<file path="src/rtl/matrix_issue_ctrl_if.sv">
// Decode-stage, load-port, engine and writeback signals of the matrix issue controller.
// The master side is the pipeline/engine environment; the controller takes the slave side.
interface matrix_issue_ctrl_if #(
  parameter int N      = 4,
  parameter int DATA_W = 32
);
  localparam int IDX_W = $clog2(N);

  logic [31:0]       instr;
  logic              instr_valid;
  logic              If_Id_Write;
  logic [DATA_W-1:0] rs1_data;
  logic              stall_out;
  logic              ld_en;
  logic              ld_sel;
  logic [IDX_W-1:0]  ld_row;
  logic [IDX_W-1:0]  ld_col;
  logic [DATA_W-1:0] ld_data;
  logic              eng_start;
  logic              eng_op;
  logic              eng_done;
  logic              wb_valid;
  logic [4:0]        wb_rd;
  logic [1:0]        wb_status;
  logic              a_full;
  logic              b_full;
  logic              err;

  modport master (
    output instr, instr_valid, If_Id_Write, rs1_data, eng_done,
    input  stall_out, ld_en, ld_sel, ld_row, ld_col, ld_data, eng_start, eng_op,
           wb_valid, wb_rd, wb_status, a_full, b_full, err
  );

  modport slave (
    input  instr, instr_valid, If_Id_Write, rs1_data, eng_done,
    output stall_out, ld_en, ld_sel, ld_row, ld_col, ld_data, eng_start, eng_op,
           wb_valid, wb_rd, wb_status, a_full, b_full, err
  );
endinterface

</file>
<file path="src/rtl/matrix_issue_ctrl.sv">
// Issue controller for the matrix extension: streams LMA/LMB elements into the A/B
// buffers and sequences MATMUL/MATINV engine runs with a status writeback.
module matrix_issue_ctrl #(
  parameter int N       = 4,
  parameter int DATA_W  = 32,
  parameter int TIMEOUT = 1023
) (
  input  logic                clk,
  input  logic                rst_n,
  matrix_issue_ctrl_if.slave  bus
);
  localparam int IDX_W = $clog2(N);
  localparam int CNT_W = $clog2(TIMEOUT + 1);
  localparam logic [6:0]       OPC      = 7'b1110111;
  localparam logic [IDX_W-1:0] IDX_LAST = IDX_W'(N - 1);
  localparam logic [CNT_W-1:0] CNT_LAST = CNT_W'(TIMEOUT - 1);

  typedef enum logic [1:0] {IDLE, START, WAIT, WB} state_t;
  typedef enum logic [2:0] {OP_LMA, OP_LMB, OP_INV, OP_MUL, OP_ILL} op_t;

  state_t state, next_state;
  op_t    op;
  logic   accept, acc_load, acc_mat, ready, sel;
  logic [CNT_W-1:0]           cnt;
  logic [1:0][IDX_W-1:0]      row, col;
  logic [1:0]                 full;
  logic [IDX_W-1:0]           cur_row, cur_col;
  logic [1:0]                 status_d;
  logic                       status_we, err_d;
  logic                       unused_bits;

  assign unused_bits = ^bus.instr[29:15];

  always_comb begin
    op = OP_ILL;
    case (bus.instr[31:30])
      2'b00: begin
        if (bus.instr[14:12] == 3'b000)      op = OP_LMA;
        else if (bus.instr[14:12] == 3'b001) op = OP_LMB;
      end
      2'b01:   op = OP_INV;
      2'b10:   op = OP_MUL;
      default: op = OP_ILL;
    endcase
  end

  assign accept   = rst_n & bus.instr_valid & bus.If_Id_Write &
                    (bus.instr[6:0] == OPC) & (state == IDLE);
  assign acc_load = accept & ((op == OP_LMA) | (op == OP_LMB));
  assign acc_mat  = accept & ((op == OP_INV) | (op == OP_MUL));
  assign sel      = (op == OP_LMB);
  assign ready    = full[0] & (full[1] | (op == OP_INV));
  assign cur_row  = row[sel];
  assign cur_col  = col[sel];

  assign bus.a_full    = full[0];
  assign bus.b_full    = full[1];
  assign bus.stall_out = (state == START) | (state == WAIT) | acc_mat;

  // Element loader: the strobe carries the pre-increment position; (0,0) starts a reload.
  always_ff @(posedge clk or negedge rst_n) begin
    if (!rst_n) begin
      bus.ld_en   <= 1'b0;
      bus.ld_sel  <= 1'b0;
      bus.ld_row  <= '0;
      bus.ld_col  <= '0;
      bus.ld_data <= '0;
      row         <= '0;
      col         <= '0;
      full        <= '0;
    end else begin
      bus.ld_en <= acc_load;
      if (acc_load) begin
        bus.ld_sel  <= sel;
        bus.ld_row  <= cur_row;
        bus.ld_col  <= cur_col;
        bus.ld_data <= bus.rs1_data;
        if (cur_col == IDX_LAST) begin
          col[sel] <= '0;
          row[sel] <= (cur_row == IDX_LAST) ? '0 : cur_row + 1'b1;
        end else begin
          col[sel] <= cur_col + 1'b1;
        end
        if ((cur_row == IDX_LAST) && (cur_col == IDX_LAST))
          full[sel] <= 1'b1;
        else if ((cur_row == '0) && (cur_col == '0))
          full[sel] <= 1'b0;
      end
    end
  end

  always_comb begin
    next_state    = state;
    status_we     = 1'b0;
    status_d      = '0;
    err_d         = 1'b0;
    bus.eng_start = 1'b0;
    bus.wb_valid  = 1'b0;
    case (state)
      IDLE: begin
        if (acc_mat) begin
          if (ready) begin
            next_state = START;
          end else begin
            next_state = WB;
            status_we  = 1'b1;
            status_d   = 2'd1;
          end
        end
        if (accept && (op == OP_ILL)) err_d = 1'b1;
      end
      START: begin
        bus.eng_start = 1'b1;
        next_state    = WAIT;
      end
      WAIT: begin
        if (bus.eng_done) begin
          next_state = WB;
          status_we  = 1'b1;
          status_d   = 2'd0;
        end else if (cnt == CNT_LAST) begin
          next_state = WB;
          status_we  = 1'b1;
          status_d   = 2'd2;
          err_d      = 1'b1;
        end
      end
      WB: begin
        bus.wb_valid = 1'b1;
        next_state   = IDLE;
      end
      default: next_state = IDLE;
    endcase
  end

  always_ff @(posedge clk or negedge rst_n) begin
    if (!rst_n) begin
      state         <= IDLE;
      cnt           <= '0;
      bus.err       <= 1'b0;
      bus.wb_status <= '0;
      bus.wb_rd     <= '0;
      bus.eng_op    <= 1'b0;
    end else begin
      state   <= next_state;
      bus.err <= err_d;
      if (state == START)     cnt <= '0;
      else if (state == WAIT) cnt <= cnt + 1'b1;
      if (status_we) bus.wb_status <= status_d;
      if (acc_mat) begin
        bus.wb_rd  <= bus.instr[11:7];
        bus.eng_op <= (op == OP_INV);
      end
    end
  end
endmodule

</file>
<file path="src/flat_wrapper.sv">
// flat-port wrapper written by rule: the top's interface ports become plain ports
module matrix_issue_ctrl_flat 
#(
  parameter int N       = 4,
  parameter int DATA_W  = 32,
  parameter int TIMEOUT = 1023
)
  (clk, rst_n, bus_instr, bus_instr_valid, bus_If_Id_Write, bus_rs1_data, bus_eng_done, bus_stall_out, bus_ld_en, bus_ld_sel, bus_ld_row, bus_ld_col, bus_ld_data, bus_eng_start, bus_eng_op, bus_wb_valid, bus_wb_rd, bus_wb_status, bus_a_full, bus_b_full, bus_err);
  matrix_issue_ctrl_if #(.N(N), .DATA_W(DATA_W)) bus_i ();
  input  logic clk;
  input  logic rst_n;
  input wire logic [$bits(bus_i.instr)-1:0] bus_instr;
  input wire logic [$bits(bus_i.instr_valid)-1:0] bus_instr_valid;
  input wire logic [$bits(bus_i.If_Id_Write)-1:0] bus_If_Id_Write;
  input wire logic [$bits(bus_i.rs1_data)-1:0] bus_rs1_data;
  input wire logic [$bits(bus_i.eng_done)-1:0] bus_eng_done;
  output wire logic [$bits(bus_i.stall_out)-1:0] bus_stall_out;
  output wire logic [$bits(bus_i.ld_en)-1:0] bus_ld_en;
  output wire logic [$bits(bus_i.ld_sel)-1:0] bus_ld_sel;
  output wire logic [$bits(bus_i.ld_row)-1:0] bus_ld_row;
  output wire logic [$bits(bus_i.ld_col)-1:0] bus_ld_col;
  output wire logic [$bits(bus_i.ld_data)-1:0] bus_ld_data;
  output wire logic [$bits(bus_i.eng_start)-1:0] bus_eng_start;
  output wire logic [$bits(bus_i.eng_op)-1:0] bus_eng_op;
  output wire logic [$bits(bus_i.wb_valid)-1:0] bus_wb_valid;
  output wire logic [$bits(bus_i.wb_rd)-1:0] bus_wb_rd;
  output wire logic [$bits(bus_i.wb_status)-1:0] bus_wb_status;
  output wire logic [$bits(bus_i.a_full)-1:0] bus_a_full;
  output wire logic [$bits(bus_i.b_full)-1:0] bus_b_full;
  output wire logic [$bits(bus_i.err)-1:0] bus_err;
  assign bus_i.instr = bus_instr;
  assign bus_i.instr_valid = bus_instr_valid;
  assign bus_i.If_Id_Write = bus_If_Id_Write;
  assign bus_i.rs1_data = bus_rs1_data;
  assign bus_i.eng_done = bus_eng_done;
  assign bus_stall_out = bus_i.stall_out;
  assign bus_ld_en = bus_i.ld_en;
  assign bus_ld_sel = bus_i.ld_sel;
  assign bus_ld_row = bus_i.ld_row;
  assign bus_ld_col = bus_i.ld_col;
  assign bus_ld_data = bus_i.ld_data;
  assign bus_eng_start = bus_i.eng_start;
  assign bus_eng_op = bus_i.eng_op;
  assign bus_wb_valid = bus_i.wb_valid;
  assign bus_wb_rd = bus_i.wb_rd;
  assign bus_wb_status = bus_i.wb_status;
  assign bus_a_full = bus_i.a_full;
  assign bus_b_full = bus_i.b_full;
  assign bus_err = bus_i.err;
  matrix_issue_ctrl #(.N(N), .DATA_W(DATA_W), .TIMEOUT(TIMEOUT)) u_core (.clk(clk), .rst_n(rst_n), .bus(bus_i));
endmodule
</file>
<file path="config.mk">
export PLATFORM = sky130hd
export DESIGN_NAME = matrix_issue_ctrl_flat
export DESIGN_NICKNAME = d
export VERILOG_FILES = /design/src/rtl/matrix_issue_ctrl_if.sv /design/src/rtl/matrix_issue_ctrl.sv /design/src/flat_wrapper.sv
export SDC_FILE = /design/constraint.sdc
export NUM_CORES = 1
export LEC_CHECK = 0
export BUFFER_PORTS_ARGS = -buffer_cell sky130_fd_sc_hd__clkbuf_2
export CAP_MARGIN = 40
export CORE_MARGIN = 1.5
export CORE_UTILIZATION = 26
export DETAILED_ROUTE_END_ITERATION = 8
export GPL_TIMING_DRIVEN = 0
export PLACE_DENSITY = 0.58
export SYNTH_ARGS = -nofsm -noshare
export SYNTH_HDL_FRONTEND = slang
export SYNTH_SLANG_ARGS = --single-unit
</file>
<file path="constraint.sdc">
create_clock -name clk -period 2.2 [get_ports clk]
set_clock_uncertainty 0.1 [all_clocks]
set_input_delay 0.44 -clock clk [delete_from_list [all_inputs] [get_ports clk]]
set_output_delay 0.44 -clock clk [all_outputs]
set_load 0.03 [all_outputs]
</file>
Yosys cells after proc, flatten, opt, wreduce, memory -nomap -nowiden:

Index checks and enable logic that the tools add are counted.
W data, S select, Z words.

* register bits: 69
* input bits: 69
* output and inout bits: 52

* add/subtract/negate cells: 3
* $lt $le $gt $ge: 2
* equality and inequality tests: 16
* muxes and demuxes: 39
* bitwise operators: 17
* reductions and logical operators: 15

Operators with widths (count)
* $mux W2: 15
* $mux W10: 2
* $add A10 B1 Y10 const B: 1
* $eq A10 B10 Y1 const B: 1
* $eq A2 B2 Y1 const B: 5
* $mux W1: 10
* $pmux W3 S3: 1
* $bwmux W4: 2
* $logic_not A2 Y1: 4
* $pmux W2 S4: 1
* $and A1 B1 Y1: 7
* $eq A7 B7 Y1 const B: 1
* $eq A3 B1 Y1 const B: 2
* $eq A3 B2 Y1 const B: 2
* $logic_not A3 Y1: 2
* $mux W3: 2
* $reduce_and A2 Y1: 3
* $or A1 B1 Y1: 5
* $add A2 B1 Y2 const B: 2
* $and A4 B4 Y4: 1
* $eq A2 B1 Y1 const B: 2
* $logic_and A1 B1 Y1: 4
* $mux W4: 1
* $not A4 Y4: 1
* 13 further kinds: 15

Longest topological paths before layout:

Gate-level depths: netlist (run 1).

* depth after elaboration: 13
* depth in mapped cells: 11
* gate-level depth less buffers: 10

Worst setup path before layout (run 1):

Ideal clock, no wire load.

* path type: input port to flip-flop
* start point: input port bus_instr[31]
* end point: register u_core.row[1] (netlist name)
* library setup time: 125 ps
* data arrival time: 2885 ps
* setup slack: -910 ps
* stages on the path: 11
* path buffers: 1
* cells stage by stage: inv_1 -> ha_1 -> or4b_1 -> buf_2 -> a21oi_1 -> mux2_2 -> ha_1 -> nand3_1 -> nor3_1 -> nand2_1 -> mux2_2

* elaborated cells between the ends (all ways): 23
* those cells by class: 1 x add/sub; 2 x order compare; 5 x eq/ne; 9 x mux; 2 x bitwise; 4 x reduce/logical

RTL lines
* from (decl): line flat_wrapper.sv:12 `input wire logic [$bits(bus_i.instr)-1:0] bus_instr;`
* $eq A2 B2 Y1 (tied with other cells): line matrix_issue_ctrl.sv:36 `case (bus.instr[31:30])`
* $pmux W3 S3 *: line matrix_issue_ctrl.sv:36
* $eq A3 B1 Y1 *: line matrix_issue_ctrl.sv:51 `assign sel = (op == OP_LMB);`
* $mux W2 (not written as such) * (2 in series): line matrix_issue_ctrl.sv:54 `assign cur_col = col[sel];`
* named net u_core.cur_col[0]: line matrix_issue_ctrl.sv:27 `logic [IDX_W-1:0] cur_row, cur_col;`
* $eq A2 B2 Y1 *: line matrix_issue_ctrl.sv:78 `if (cur_col == IDX_LAST) begin`
* $reduce_and A2 Y1 (no line) *
* to (signal, indexed assignment): line matrix_issue_ctrl.sv:80 `row[sel] <= (cur_row == IDX_LAST) ? '0 : cur_row + 1'b1;`
* to (decl): line matrix_issue_ctrl.sv:25 `logic [1:0][IDX_W-1:0] row, col;`

The timed path passes the listed nets; every way through them passes the cells marked *. The select of a mux whose other input is x is not followed.
A chain may end at the register's enable or synchronous reset.

Final worst setup path (run 1):

* start point: input port bus_instr[31]
* end point: register u_core.row[1] (netlist name)

* longest elaborated chain between the ends: 8
* elaborated cells between the ends (all ways): 23
* those cells by class: 1 x add/sub; 2 x order compare; 5 x eq/ne; 9 x mux; 2 x bitwise; 4 x reduce/logical

Ends and longest elaborated chain
* $eq A2 B2 Y1 (tied with other cells): line matrix_issue_ctrl.sv:36
* $pmux W3 S3 *: line matrix_issue_ctrl.sv:36
* $eq A3 B1 Y1: line matrix_issue_ctrl.sv:49, matrix_issue_ctrl.sv:51
* $mux W2 (not written as such) (tied with other cells): line matrix_issue_ctrl.sv:53 `assign cur_row = row[sel];`
* $mux W2 (not written as such) / $logic_and A1 B1 Y1 (equally long branches): line matrix_issue_ctrl.sv:53, matrix_issue_ctrl.sv:80
* $add A2 B1 Y2 (tied with other cells): line matrix_issue_ctrl.sv:80
* $mux W2 / $demux W2 S1 (equally long branches)
* $bwmux W4: line matrix_issue_ctrl.sv:80

Every way passes the cells marked *; elsewhere a longest branch is shown, timed or not. The select of a mux whose other input is x is not followed.

==> results.sh, run 1 <==
export IMPL_outcome="finished with violations"
export IMPL_failed_checks="DRC, setup timing"
export IMPL_die_area_sq_um=12600
export IMPL_clock_path_buffers=2
export IMPL_die_h_um=112
export IMPL_tns_ns=-2.53
export IMPL_ys_warn_count=0
export IMPL_num_io_pins=121
export IMPL_grt_pass1_wl_mm=12.9
export IMPL_synth_ff_type="dfrtp_1"
export IMPL_cts_sinks=69
export IMPL_fmax_mhz=408
export IMPL_synthTopCellsByCount="69 x dfrtp_1, 41 x mux2_2, 22 x nand2_1"
export IMPL_power_leakage_uw=0.00252
export IMPL_root_buffer="clkbuf_16"
export IMPL_initial_utilization_pct=27.0
export IMPL_rows=39
export IMPL_busiest_layer="met2"
export IMPL_setup_worst_path_start="bus_instr[31]"
export IMPL_globalRouteMet1Util_pct=18.1
export IMPL_cp_end_kind="flip-flop"
export IMPL_synth_top_area_share_pct=55.6
export IMPL_fin_crit_sh_pct=111
export IMPL_use_met2_pct=19.7
export IMPL_worstPathArrival_ns=2.57
export IMPL_finalMaxSlewViolations=0
export IMPL_dieWidth_um=112
export IMPL_syn_to_final_growth_pct=56.2
export IMPL_cp_required_ns=2.32
export IMPL_portBuffers=105
export IMPL_rrSetupSlack_ns=-0.11
export IMPL_synth_area_sq_um=3110
export IMPL_first_iter_violations=72
export IMPL_slowest_stage="or4b_4"
export IMPL_power_density_nw_per_um2=806
export IMPL_worstSetupPathType="in -> reg"
export IMPL_crit_fanout=4
export IMPL_reg2reg_from="u_core.state[1]"
export IMPL_drt_wl_total_mm=7.95
export IMPL_antennaDiodeCount=0
export IMPL_firstDrtPassIters=7
export IMPL_path_cells="clkbuf_16 > inv_8 > ha_4 > or4b_4 > a21o_4 > mux2_4 > ha_4 > nand3_4 > nor3_4 > nand2_1 > mux2_2"
export IMPL_startpoint_type="input port"
export IMPL_grtUsageTotal_pct=13.4
export IMPL_hpwl_mm=5.35
export IMPL_tightest_slew_ns=0.461
export IMPL_synth_distinct_cells=38
export IMPL_grt_max_degree=28
export IMPL_first_global_vias=2552
export IMPL_wl_per_cell_um=14.6
export IMPL_drc=11
export IMPL_clk_pin_slew_ns=0.06
export IMPL_rsz0062_at_grt="yes"
export IMPL_worst_slack_ns=-0.251
export IMPL_tritoncts_num_buffers=9
export IMPL_viasPerCell=4.56
export IMPL_grt_overflow=0
export IMPL_critPathTopFamily="simple AND/OR/NAND/NOR gates"
export IMPL_synth_most_common_cell="dfrtp_1"
export IMPL_design_area_sq_um=4850
export IMPL_core_area_sq_um=11500
export IMPL_place_area_sq_um=4070
export IMPL_antenna_found_initial=0
export IMPL_period_needed_ns=2.45
export IMPL_ys_seq_area_share_pct=55.6
export IMPL_synth_top_area_cell="dfrtp_1"
export IMPL_synth_edf_count=0
export IMPL_synth_top_cells_by_area="dfrtp_1 56%, mux2_2 15%, ha_1 3.6%"
export IMPL_htreeDepth=3
export IMPL_vias=2488
export IMPL_synthCells=255
export IMPL_synth_nets=333
export IMPL_ir_worst_vdd_v=0.000576
export IMPL_final_antenna_net_count=0
export IMPL_setup_violations_final=30
export IMPL_critical_path_buf_inv_count=2
export IMPL_gp_congestion=0.766
export IMPL_hold_viol=0
export IMPL_clk_latency_ns=0.33
export IMPL_async_flop_share_pct=100
export IMPL_layout_nets=477
export IMPL_hp_class="in -> async"
export IMPL_slew_headroom_pct=69.3
export IMPL_cts_tree="built"
export IMPL_use_met3_pct=3.29
export IMPL_maxCapViolCount=0
export IMPL_ys_seq_elements=69
export IMPL_drive_gt1_share_pct=55.8
export IMPL_crit_top_cell="ha_4"
export IMPL_max_stage_delay_ns=0.52
export IMPL_syn_avg_cell_area_sq_um=12.2
area by class of cell:
cell class	instances	area, sq um
Clock inverter	5	75.1
Sequential cell	69	1730
Tap cell	143	179
Multi-Input combinational cell	167	1570
Clock buffer	10	239
Inverter	11	61.3
Buffer	5	42.5
Timing Repair Buffer	136	956
Fill cell	1104	6660
routing by layer:
metal / routed length (um) / up-vias
li1: - / 1193
met2: 3520 / 84
met3: 535 / 15
met1: 3670 / 1196
met4: 221 / 0
met5: 0 / -
flip-flops by register name (all words and copies together) (netlist names), named ones only:
signal                count
u_core.bus.err            1
u_core.bus.ld_sel         1
u_core.bus.eng_op         1
u_core.row                4
u_core.bus.ld_en          1
u_core.bus.ld_col         2
u_core.col                4
u_core.bus.wb_rd          5
u_core.bus.wb_status      2
u_core.cnt               10
u_core.bus.ld_data       32
u_core.state              2
u_core.bus.ld_row         2
cells by family (layout without fill, tap and decap cells):
| logic type | after synthesis | after routing | share of synthesized area [%] |
|---|---|---|---|
| AOI/OAI and AO/OA | 35 | 35 | 7.01 |
| xor gates and xnor gates | 6 | 6 | 1.69 |
| adders and majority gates | 9 | 9 | 3.62 |
| buffers and inverters | 19 | 167 | 2.98 |
| DFF | 69 | 69 | 55.6 |
| muxes | 46 | 46 | 16.6 |
| and+or+nand+nor | 71 | 71 | 12.6 |
final timing paths:
check	to	cells past startpoint
min reg2reg	u_core.bus.ld_col[1]	2
max in group asynchronous	u_core.bus.ld_data[19]	4
max	u_core.row[1]	11
min in group clk	u_core.bus.ld_data[26]	2
min	u_core.bus.wb_rd[4]	3
max reg2reg	u_core.bus.ld_data[27]	9
power by group:
part | internal [uW] | switching (uW)
logic | 439 | 499
registers | 1360 | 93.9
clock network | 1010 | 515
total | 2810 | 1110
worst register-to-register path: cells and delay by family, from the launching register on:
kind                     cells  cell delay (ns)
adder cells (fa/ha/maj)      1             0.14
buffers and inverters        5             0.74
multiplexers                 1             0.30
AND/OR/NAND/NOR              2             0.50
flip-flops                   1             0.42
metrics by stage:
step / utilization [%] / worst slack [ns] / hold WS, ns / cells / total power [uW]
global placement: 35.1 / -1.96 / 0.359 / 503 / 2210
finish: 42.1 / -0.251 / 0.0628 / 546 / 3910
detailed placement: 35.3 / -0.957 / 0.325 / 504 / 2240
floorplan: - / -0.543 / 0.0444 / 255 / 2000
global route: 42.1 / -0.290 / 0.0769 / 546 / 4160
CTS: 41.6 / -0.286 / 0.0622 / 542 / 3850
cell usage in the layout (no fill, tap or decap), types with 5 or more instances in the layout:
master     count
buf_4         16
inv_1          7
nor2_1         6
clkbuf_16     11
a21oi_1        9
mux2_4        34
o22ai_1        5
mux2_2         9
nand2_2        5
nand2_1       16
clkbuf_2     101
nand4_1        5
dfrtp_1       69
buf_6          6
ha_1           6
a21o_1         5
nor3b_1        6
buf_12         5
what timing repair did:
item	CTS	global route
buffers inserted	20	7
hold endpoints to repair	27	0
setup endpoints to repair	58	50
hold buffers	3	0
gates resized for setup	32	17
gates cloned	2	0
pin swaps	11	13
Note: power is estimated with default switching activity, not from simulation.
==> inputs of run 2 (changes only) <==
--- a/config.mk
+++ b/config.mk
@@ -11,7 +11,7 @@
 export CORE_UTILIZATION = 26
 export DETAILED_ROUTE_END_ITERATION = 8
 export GPL_TIMING_DRIVEN = 0
-export PLACE_DENSITY = 0.58
+export PLACE_DENSITY = 0.56
 export SYNTH_ARGS = -nofsm -noshare
 export SYNTH_HDL_FRONTEND = slang
 export SYNTH_SLANG_ARGS = --single-unit
==> constraint.sdc (replaced) <==
create_clock -name clk -period 2.9 [get_ports clk]
set_clock_uncertainty 0.1 [all_clocks]
set_input_delay 0.58 -clock clk [delete_from_list [all_inputs] [get_ports clk]]
set_output_delay 0.58 -clock clk [all_outputs]
set_load 0.03 [all_outputs]
==> results.sh, run 2 (same netlist as run 1, synthesis figures left out) <==
export IMPL_reg2reg_from="u_core.state[1]"
export IMPL_max_stage_delay_ns=0.48
export IMPL_layout_nets=454
export IMPL_fmax_mhz=355
export IMPL_root_buffer="clkbuf_16"
export IMPL_power_leakage_uw=0.00232
export IMPL_portBuffers=105
export IMPL_reg_largest_list="u_core.bus.ld_data: 32 flops, u_core.cnt: 10 flops, u_core.bus.wb_rd: 5 flops"
export IMPL_startpoint_type="input port"
export IMPL_tightest_slew_ns=0.500
export IMPL_power_density_nw_per_um2=694
export IMPL_outcome="complete, no violations"
export IMPL_core_area_sq_um=11500
export IMPL_clk_pin_slew_ns=0.06
export IMPL_wl_per_cell_um=13.7
export IMPL_drive_gt1_share_pct=48.6
export IMPL_cp_required_ns=3.02
export IMPL_crit_top_cell="ha_4"
export IMPL_rrSetupSlack_ns=0.27
export IMPL_final_antenna_net_count=0
export IMPL_finalMaxSlewViolations=0
export IMPL_pre_cts_ws_ns=-0.363
export IMPL_cts_sinks=69
export IMPL_path_cells="clkbuf_2 > inv_2 > ha_4 > or4b_4 > buf_6 > a21o_4 > mux2_4 > ha_4 > nand3_2 > nor3_4 > nand2_1 > mux2_2"
export IMPL_die_h_um=112
export IMPL_first_global_vias=2570
export IMPL_gp_congestion=0.731
export IMPL_vias=2398
export IMPL_rows=39
export IMPL_antenna_found_initial=0
export IMPL_final_common_cell="clkbuf_2"
export IMPL_hold_viol=0
export IMPL_viasPerCell=4.58
export IMPL_grt_max_degree=57
export IMPL_slew_headroom_pct=66.6
export IMPL_grt_overflow=0
export IMPL_drc=0
export IMPL_ir_worst_vdd_v=0.000257
export IMPL_first_iter_violations=86
export IMPL_syn_to_final_growth_pct=39.3
export IMPL_hpwl_mm=5.28
export IMPL_hp_class="in -> async"
export IMPL_worstPathArrival_ns=2.94
export IMPL_top_register="u_core.bus.ld_data"
export IMPL_reg2reg_to="u_core.bus.ld_data[16]"
export IMPL_maxCapViolCount=0
export IMPL_dieWidth_um=112
export IMPL_cp_end_kind="flip-flop"
export IMPL_worst_slack_ns=0.0822
export IMPL_tns_ns=0
export IMPL_design_area_sq_um=4330
export IMPL_setup_violations_final=0
export IMPL_num_io_pins=121
export IMPL_place_area_sq_um=3900
export IMPL_critical_path_buf_inv_count=3
export IMPL_htreeDepth=3
export IMPL_cts_tree="built"
export IMPL_period_needed_ns=2.82
export IMPL_fin_crit_sh_pct=97.2
export IMPL_rsz0062_at_grt="yes"
export IMPL_die_area_sq_um=12600
export IMPL_worst_hold_slack_ns=0.0230
export IMPL_final_cell_mix="104 x clkbuf_2, 69 x dfrtp_1, 39 x mux2_2, 21 x nand2_1"
export IMPL_clk_latency_ns=0.34
export IMPL_clock_path_buffers=2
export IMPL_reg2regPathDepth=9
export IMPL_largest_reg_flops=32
export IMPL_fillers=1149
export IMPL_drt_wl_total_mm=7.17
export IMPL_antennaDiodeCount=0
export IMPL_grt_pass1_wl_mm=12.3
export IMPL_worstSetupPathType="in -> reg"
export IMPL_slowest_stage="or4b_4"
export IMPL_firstDrtPassIters=6
export IMPL_grtUsageTotal_pct=12.6
export IMPL_initial_utilization_pct=27.0
export IMPL_critPathTopFamily="simple AND/OR/NAND/NOR gates"
export IMPL_tritoncts_num_buffers=9
export IMPL_crit_fanout=6
-- run 2: where the power goes --
group / internal (uW) / total [uW] / switching (uW) / leakage [uW]
Sequential: 1030 / 1100 / 67.0 / 0.000948
Combinational: 238 / 593 / 355 / 0.00120
Clock: 888 / 1310 / 424 / 0.000172
-- run 2: metal layers --
| metal | track usage [%] | vias up | part of all wire [%] |
|---|---|---|---|
| met3 | 5.35 | 12 | 5.5 |
| met2 | 20.5 | 64 | 50 |
| met4 | 5.32 | 0 | 1.7 |
| met5 | 0 | - | 0 |
| li1 | - | 1145 | - |
| met1 | 14.7 | 1177 | 43 |
-- run 2: worst max path at each step --
stage / depth (start not counted) / slack, ns / start / end
floorplan: 11 / 0.007 / bus_instr[31] / u_core.row[1]
global route: 12 / -0.01 / bus_instr[30] / u_core.row[1]
global placement: 6 / -1.54 / rst_n / bus_stall_out
finish: 12 / 0.08 / bus_instr[30] / u_core.row[1]
detailed placement: 12 / -0.36 / bus_instr[30] / u_core.row[1]
CTS: 12 / -0.004 / bus_instr[30] / u_core.row[1]
-- run 2: worst reg2reg max path: stages, from the launching register on --
cell and delay [ns]:
dfrtp_1 0.42, inv_1 0.09, ha_1 0.23, nand4_1 0.22, buf_4 0.20, buf_4 0.14, nor4_4 0.32, buf_4 0.27
buf_6 0.18, mux2_2 0.34
-- run 2: cell type report --
type | instances | area [sq um] | area share (%)
tap | 143 | 179 | 4.14
multi-input combinational | 167 | 1380 | 31.8
sequential | 69 | 1730 | 39.9
buffer | 8 | 57.6 | 1.33
inverter | 11 | 41.3 | 0.954
clock inverter | 5 | 106 | 2.46
clock buffer | 11 | 253 | 5.84
timing repair buffer | 110 | 586 | 13.5
-- run 2: timing repair --
| item | in CTS | in global routing |
|---|---|---|
| buffers inserted | 1 | 3 |
| endpoints found under the setup margin | 1 | 2 |
| pin swaps | 1 | 3 |
| hold buffers | 0 | 0 |
| resized for setup | 2 | 6 |
-- run 2: metrics by stage --
stage | util (%) | total power [uW] | instances
floorplan | - | 1510 | 255
global placement | 33.6 | 1670 | 503
detailed placement | 33.8 | 1700 | 504
CTS | 37.1 | 3050 | 521
global route | 37.6 | 3170 | 524
finish | 37.6 | 3000 | 524
